===== src/rtl/result_transmitter.sv =====
// -----------------------------------------------------------------------------
// result_transmitter
//   Streams the N*N result matrix to the host through a byte-wide UART
//   transmitter. An optional header byte {4'h0, N} goes first. Then each
//   element is read from the result buffer in row-major order and sent as
//   RES_W/8 bytes, most significant byte first.
//
// Ports
//   clk          rising-edge system clock
//   rst          asynchronous reset, active high
//   start        1-cycle request; accepted only while idle
//   matrix_size  N, sampled when start is accepted
//   rd_en        result buffer read strobe (data returns one cycle later)
//   rd_addr      result buffer address i*N+j; holds its value between reads
//   rd_data      result buffer read data
//   tx_data      byte for the UART; stable until the next byte is issued
//   tx_start     1-cycle pulse, UART latches tx_data
//   tx_busy      UART busy flag
//   busy         high while a transfer is in progress
//   done         1-cycle pulse once the final byte has left the UART
// -----------------------------------------------------------------------------
module result_transmitter #(
  parameter int RES_W     = 16,
  parameter int ADDR_W    = 8,
  parameter int HEADER_EN = 1
) (
  input  logic              clk,
  input  logic              rst,
  input  logic              start,
  input  logic [3:0]        matrix_size,
  output logic              rd_en,
  output logic [ADDR_W-1:0] rd_addr,
  input  logic [RES_W-1:0]  rd_data,
  output logic [7:0]        tx_data,
  output logic              tx_start,
  input  logic              tx_busy,
  output logic              busy,
  output logic              done
);

  localparam int NB   = RES_W / 8;
  localparam int BI_W = (NB > 1) ? $clog2(NB) : 1;

  typedef enum logic [2:0] {
    S_IDLE, S_HDR, S_FETCH, S_LOAD, S_SEND, S_WAIT_HI, S_WAIT_LO, S_DONE
  } state_e;

  state_e              state_q, state_d;
  logic [3:0]          n_q, n_d;
  logic [7:0]          total_q, total_d;
  logic [7:0]          elem_cnt_q, elem_cnt_d;
  logic [BI_W-1:0]     byte_idx_q, byte_idx_d;
  logic [NB-1:0][7:0]  shift_q, shift_d;
  logic                hdr_q, hdr_d;        // the byte in flight is the header
  logic                rd_en_q, rd_en_d;
  logic [ADDR_W-1:0]   rd_addr_q, rd_addr_d;
  logic [7:0]          tx_data_q, tx_data_d;
  logic                tx_start_q, tx_start_d;
  logic                busy_q, busy_d;
  logic                done_q, done_d;

  always_comb begin
    // NOTE: every variable gets a default before the case so that no path
    // leaves one unassigned, which would otherwise infer a latch.
    state_d    = state_q;
    n_d        = n_q;
    total_d    = total_q;
    elem_cnt_d = elem_cnt_q;
    byte_idx_d = byte_idx_q;
    shift_d    = shift_q;
    hdr_d      = hdr_q;
    rd_en_d    = 1'b0;
    rd_addr_d  = rd_addr_q;
    tx_data_d  = tx_data_q;
    tx_start_d = 1'b0;
    busy_d     = busy_q;
    done_d     = 1'b0;

    unique case (state_q)
      S_IDLE: begin
        if (start) begin
          n_d        = matrix_size;
          // 15*15 = 225 fits in 8 bits, so no overflow is possible
          total_d    = {4'h0, matrix_size} * {4'h0, matrix_size};
          elem_cnt_d = 8'd0;
          busy_d     = 1'b1;
          if (HEADER_EN != 0) begin
            hdr_d   = 1'b1;
            state_d = S_HDR;
          end else if (matrix_size == 4'd0) begin
            state_d = S_DONE;
          end else begin
            state_d = S_FETCH;
          end
        end
      end
      S_HDR: begin
        if (!tx_busy) begin
          tx_data_d  = {4'h0, n_q};
          tx_start_d = 1'b1;
          state_d    = S_WAIT_HI;
        end
      end
      S_FETCH: state_d = S_LOAD;
      S_LOAD: begin
        // rd_en was high during FETCH, so rd_data is valid this cycle
        shift_d    = rd_data;
        byte_idx_d = '0;
        state_d    = S_SEND;
      end
      S_SEND: begin
        if (!tx_busy) begin
          tx_data_d  = shift_q[BI_W'(NB-1) - byte_idx_q];
          tx_start_d = 1'b1;
          state_d    = S_WAIT_HI;
        end
      end
      S_WAIT_HI: begin
        if (tx_busy) state_d = S_WAIT_LO;
      end
      S_WAIT_LO: begin
        if (!tx_busy) begin
          if (hdr_q) begin
            hdr_d   = 1'b0;
            state_d = (n_q == 4'd0) ? S_DONE : S_FETCH;
          end else if (byte_idx_q != BI_W'(NB-1)) begin
            byte_idx_d = byte_idx_q + 1'b1;
            state_d    = S_SEND;
          end else if (elem_cnt_q == total_q - 8'd1) begin
            state_d = S_DONE;
          end else begin
            elem_cnt_d = elem_cnt_q + 8'd1;
            state_d    = S_FETCH;
          end
        end
      end
      S_DONE: begin
        done_d  = 1'b1;
        busy_d  = 1'b0;
        state_d = S_IDLE;
      end
      default: state_d = S_IDLE;
    endcase

    // The read strobe is registered, so it is raised on entry to FETCH; the
    // buffer then sees it during FETCH and returns data during LOAD.
    if (state_d == S_FETCH) begin
      rd_en_d   = 1'b1;
      rd_addr_d = ADDR_W'(elem_cnt_d);
    end
  end

  // NOTE: state registers use non-blocking assignments so every flop samples
  // the pre-edge values regardless of statement order.
  always_ff @(posedge clk or posedge rst) begin
    if (rst) begin
      state_q    <= S_IDLE;
      n_q        <= '0;
      total_q    <= '0;
      elem_cnt_q <= '0;
      byte_idx_q <= '0;
      // NOTE: the shift register is reset too so a stale element can never
      // reach tx_data after an aborted transfer.
      shift_q    <= '0;
      hdr_q      <= 1'b0;
      rd_en_q    <= 1'b0;
      rd_addr_q  <= '0;
      tx_data_q  <= '0;
      tx_start_q <= 1'b0;
      busy_q     <= 1'b0;
      done_q     <= 1'b0;
    end else begin
      state_q    <= state_d;
      n_q        <= n_d;
      total_q    <= total_d;
      elem_cnt_q <= elem_cnt_d;
      byte_idx_q <= byte_idx_d;
      shift_q    <= shift_d;
      hdr_q      <= hdr_d;
      rd_en_q    <= rd_en_d;
      rd_addr_q  <= rd_addr_d;
      tx_data_q  <= tx_data_d;
      tx_start_q <= tx_start_d;
      busy_q     <= busy_d;
      done_q     <= done_d;
    end
  end

  assign rd_en    = rd_en_q;
  assign rd_addr  = rd_addr_q;
  assign tx_data  = tx_data_q;
  assign tx_start = tx_start_q;
  assign busy     = busy_q;
  assign done     = done_q;

endmodule


===== config.mk =====
export PLATFORM = sky130hd
export DESIGN_NAME = result_transmitter
export DESIGN_NICKNAME = d
export VERILOG_FILES = /design/src/rtl/result_transmitter.sv
export SDC_FILE = /design/constraint.sdc
export NUM_CORES = 1
export LEC_CHECK = 0
export ABC_CLOCK_PERIOD_IN_PS = 3620
export CORE_ASPECT_RATIO = 0.7
export CORE_MARGIN = 8
export CORE_UTILIZATION = 40
export DETAILED_ROUTE_END_ITERATION = 16
export GPL_TIMING_DRIVEN = 0
export PLACE_DENSITY_LB_ADDON = 0.05
export SYNTH_ARGS = -nofsm -noshare
export SYNTH_HDL_FRONTEND = slang
export SYNTH_SLANG_ARGS = --single-unit

===== constraint.sdc =====
create_clock -name clk -period 3.62 [get_ports clk]
set_input_delay 0.543 -clock clk [delete_from_list [all_inputs] [get_ports clk]]
set_output_delay 0.543 -clock clk [all_outputs]
set_load 0.03 [all_outputs]

# ---- Yosys cells after proc, flatten, opt, wreduce, memory -nomap -nowiden
# Cells that the tools add are included.
dict set report word_totals {
  regBits 61
  word_cells 78
}
dict set report classes {
  add_sub_neg 4
  multipliers 1
  n_lt_le_gt_ge 1
  n_eq_ne 14
  mux 32
  reduce_logical 12
}
# op count
set ops {}
lappend ops {{$mux W8} 9}
lappend ops {{$pmux W8 S2} 2}
lappend ops {{$mux W3} 8}
lappend ops {{$pmux W3 S7} 1}
lappend ops {{$eq A3 B3 Y1 const B} 4}
lappend ops {{$ne A2 B2 Y1 const B} 5}
lappend ops {{$eq A3 B2 Y1 const B} 3}
lappend ops {{$mux W1} 9}
lappend ops {{$reduce_and A3 Y1} 3}
lappend ops {{$add A8 B1 Y8 const B} 1}
lappend ops {{$eq A8 B8 Y1} 1}
lappend ops {{$mul A4 B4 Y8} 1}
lappend ops {{$reduce_bool A2 Y1} 4}
lappend ops {{$sub A8 B1 Y8 const B} 1}
lappend ops {{$pmux W1 S2} 3}
lappend ops {{$logic_not A4 Y1} 1}
lappend ops {{$reduce_and A2 Y1} 2}
lappend ops {{$eq A3 B1 Y1 const B} 1}
lappend ops {{$logic_not A3 Y1} 1}
lappend ops {{$lt A1 B2 Y1 const B} 1}
lappend ops {{$reduce_or A2 Y1} 1}
lappend ops {{$add A1 B1 Y1 const B} 1}
lappend ops {{$sub A1 B1 Y1 const A} 1}

# ---- Depth between registers and ports, before layout
dict set report logic_depth {
  ltp_word 9
  mapped_depth 10
  mapped_depth_nobuf 9
}

# ---- Worst setup path after synthesis
# No wires, ideal clock.
dict set report synth_timing {
  path_kind {reg2reg}
  from {reg n_q[0]}
  to {reg rd_addr_q[0], in the netlist rd_addr[0]}
  arrival_ns 2.716
  setup_slack_ns 0.780
  stages_incl_launch_ff 11
  n_path_buf 1
  period_less_slack_ns 2.840
  path_cell_list {dfrtp_1 > buf_4 > inv_1 > ha_1 > or4b_1 > nor4b_2 > nor4b_1 > o31ai_4 > a21oi_2 > o211ai_4 > mux2_2}
}
dict set report synth_between {
  elab_chain_len 6
}
# item line_no
set synth_lines {}
lappend synth_lines {{start, declared} 49} ;# logic [3:0] n_q, n_d;
lappend synth_lines {{start signal, assigned} 174} ;# n_q <= n_d;
lappend synth_lines {{$logic_not A4 Y1} 125} ;# state_d = (n_q == 4'd0) ? S_DONE : S_FETCH;
lappend synth_lines {{$mux W3} 125}
lappend synth_lines {{$mux W3} 123} ;# if (hdr_q) begin
lappend synth_lines {{$mux W3} 122} ;# if (!tx_busy) begin
lappend synth_lines {{$pmux W3 S7} 79} ;# unique case (state_q)
lappend synth_lines {{$eq A3 B2 Y1} 147} ;# if (state_d == S_FETCH) begin
lappend synth_lines {{end signal, assigned} 181} ;# rd_addr_q <= rd_addr_d;
lappend synth_lines {{end, declared} 56} ;# logic [ADDR_W-1:0] rd_addr_q, rd_addr_d;
# Every way passes these cells.
# A chain may end at the register's enable or synchronous reset.

# ---- Worst setup path in the final report
dict set report layout_timing {
  from {reg n_q[0]}
  to {reg rd_addr_q[7], in the netlist rd_addr[7]}
}
# The elaborated chain is that of the path after synthesis.

==> metrics.cfg <==
[sta]
holdWs_ns=0.476
tightestPinTransition_ns=1.18
period_needed_ns=3.17
finalHoldViolations=0
rsz0062_at_grt=false
fin_crit_sh_pct=87.6
max_slew_margin_pct=20.5
fmax_mhz=315
setup_viol=0
slew_viol_final=0
tns_ns=0
finalClockSkew_ns=0.00389

[final_layout]
area_growth_pct=24.9
num-fill-cells=703
nets=365
multi_input_area_um2=1380
drive_gt1_share_pct=14.1
diodes=0
seqCellArea_um2=1480

[placed_design]
hpwl_um=4750
place_congestion=0.822
io_buffers=43

[synth]
syn_inst=281
ys.flop_type=dfrtp_1
synthTopCellsByArea=dfrtp_1, mux2_2, nand2_1
synth.top_cell.area_share_pct=50.2
synth_edf_count=0
ys_types=43
synth_nets=310
ys_seq_elements=59
synth.cell_area_um2=2940
ys_warn_count=0
seq_area_frac_synth_pct=50.2
async_flop_share_pct=100
yosysTopAreaCell=dfrtp_1
avgSynthCellArea_um2=10.5

[critical_path]
cpPeakStageDelay_ns=0.47
startpoint_type=flip-flop
worstPathMaxFanout=10
worstSetupEndpointType=flip-flop
critPathKind=flip-flop to flip-flop
cp.required_ns=3.84
cp_slowest_cell=or4b_1
arrival_ns=3.39
path_cells=buf_4, inv_1, ha_1, or4b_1, nor4b_2, nor4b_1, o31ai_4, a21oi_2, o211ai_4, mux2_2

[detailed_routing]
drt_iter0_markers=101
drt-vias-per-instance=4.94
drc_errors=0
drtAntennaViolNets=0
drt-total-wl_um=6370
routedWlPerCell_um=14.5
first_pass_iters=4
dr_total_vias=2164

[pwr]
p_leak_nw=1.62
ir_drop_mv=0.310
power_switching_mw=1.02
power_frac_seq_pct=39.1
p_per_area_nw_per_um2=729
internal_power_mw=1.66
p_comb_share_pct=42.2
power_frac_clock_pct=18.7
swShare_pct=38.1

[global_routing]
antenna_found_initial=0
track_usage_pct=13.0
grt_pass1_wl_um=10700
grt-ovfl-total=0
grt_max_degree=35
grt_pass1_vias=2086

[floorplan]
core_um2=7220
die-area_um2=10400
die_y_um=87.7
die_x_um=118
io_pins=44
rows=26
initial_core_util_pct=40.7

[run]
cap_violations=0

[clock_tree]
cts_hold_buf=0
post_cts_buffers=0
cts_resized=0
cts_tree=done
worstSkewPairLatency_ns=0.33
root_buffer=clkbuf_8
cts_buffers=9
cts_num_sinks=59
h-tree-depth=3
cts.clk_slew.worst_paths_ns=0.06
clockBufferDepth=2

[worst_hold_path]
hp-class=flip-flop to flip-flop

[status]
outcome=finished clean

final timing paths:
check | start | to | slack, ns | cells past startpoint
worst max register to register | n_q[0]$_DFFE_PP0P_ | rd_addr[7]$_DFFE_PP0N_ | 0.45 | 10
max in group asynchronous | rst | elem_cnt_q[6]$_DFF_PP0_ | 2.44 | 3
worst max-delay path | n_q[0]$_DFFE_PP0P_ | rd_addr[7]$_DFFE_PP0N_ | 0.45 | 10
worst min register to register | tx_data[5]$_DFFE_PP0P_ | tx_data[5]$_DFFE_PP0P_ | 0.48 | 2
min in group asynchronous | rst | shift_q[11]$_DFFE_PP0P_ | 0.59 | 2
worst min-delay path | tx_data[5]$_DFFE_PP0P_ | tx_data[5]$_DFFE_PP0P_ | 0.48 | 2
registers in the layout (all words and copies together) (netlist names), 3 cells and up:
signal,flops
elem_cnt_q,8
n_q,4
rd_addr,8
shift_q,16
state_q,3
total_q,6
tx_data,8
cell families (layout without fill, tap and decap cells):
family                     count (synthesis)  in the layout  synth area share [%]
AOI/OAI and AO/OA                         44             44                  9.91
DFF                                       59             59                  50.2
xor gates and xnor gates                  13             13                  3.87
buffers and inverters                     21             80                  2.85
muxes                                     39             39                  14.3
and+or+nand+nor                          100            100                  16.8
adders and majority gates                  5              5                  2.13
through the flow:
step                power, mW  area (um2)  worst slack [ns]  std cells  utilization (%)
floorplan                1.85        2940             0.780        281                -
global placement         2.18        3490             0.457        422             48.4
detailed placement       2.20        3510             0.423        423             48.6
CTS                      2.71        3670             0.414        438             50.9
global route             2.88        3670             0.186        438             50.9
finish                   2.68        3670             0.449        438             50.9
power by group through the flow:
stage,logic [mW],clock network (mW),registers (mW)
2_1_floorplan,0.709,0,1.14
3_3_place_gp,1.12,0,1.06
3_5_place_dp,1.14,0,1.06
4_1_cts,1.14,0.521,1.05
5_1_grt,1.25,0.556,1.08
6_report,1.13,0.500,1.05
critical path, delay by kind of cell, from the launching register on:
kind / cells / cell delay, ns
AOI/OAI and AO/OA: 3 / 1.01
adders and majority gates: 1 / 0.22
buffers and inverters: 2 / 0.24
DFF: 1 / 0.37
muxes: 1 / 0.38
and+or+nand+nor: 3 / 0.83
cells in the mapped netlist, types with 2 or more instances:
| cell type | count |
|---|---|
| buf_1 | 2 |
| ha_1 | 5 |
| nand2_1 | 44 |
| nor4_1 | 6 |
| mux2_2 | 23 |
| nand3b_1 | 2 |
| nor2_1 | 12 |
| nand3_1 | 6 |
| o21ai_0 | 23 |
| o211ai_1 | 3 |
| nand2b_1 | 4 |
| a31oi_1 | 2 |
| dfrtp_1 | 59 |
| clkbuf_1 | 8 |
| nor3_1 | 10 |
| and2_1 | 5 |
| a21o_1 | 2 |
| a21oi_1 | 5 |
| or3_1 | 2 |
| xnor2_1 | 8 |
| mux2i_1 | 16 |
| xor2_1 | 5 |
| inv_1 | 9 |
metal layers:
metal,global-route usage (%),vias to the layer above,routed length (um)
met1,19.2,1019,3390
met5,0,-,0
met3,5.15,4,297
met4,3.43,0,50
li1,-,1098,-
met2,17.0,43,2630
layout by cell type, fill, tap and decap left out, types with 2 or more instances in the layout:
master,n
clkinv_2,3
nand2_1,44
mux2_2,23
nor2_1,12
nor4_1,6
nor3_1,10
buf_1,2
xor2_1,5
and2_1,5
a31oi_1,2
ha_1,5
a21oi_1,5
clkbuf_8,10
dfrtp_1,59
clkbuf_1,10
clkdlybuf4s50_1,43
inv_1,8
o211ai_1,3
nand3_1,6
or3_1,2
nand2b_1,4
o21ai_0,23
nand3b_1,2
mux2i_1,16
xnor2_1,8
a21o_1,2
layout make-up:
type,count,area share [%]
clock buffers,12,3.95
multi-input cells,201,37.6
repair buffers,44,12.3
well taps,98,3.34
flip-flops and latches,59,40.2
clock inverters,3,0.409
plain buffers,12,1.36
inverters,9,0.920
Note: power is estimated with default switching activity, not from simulation.
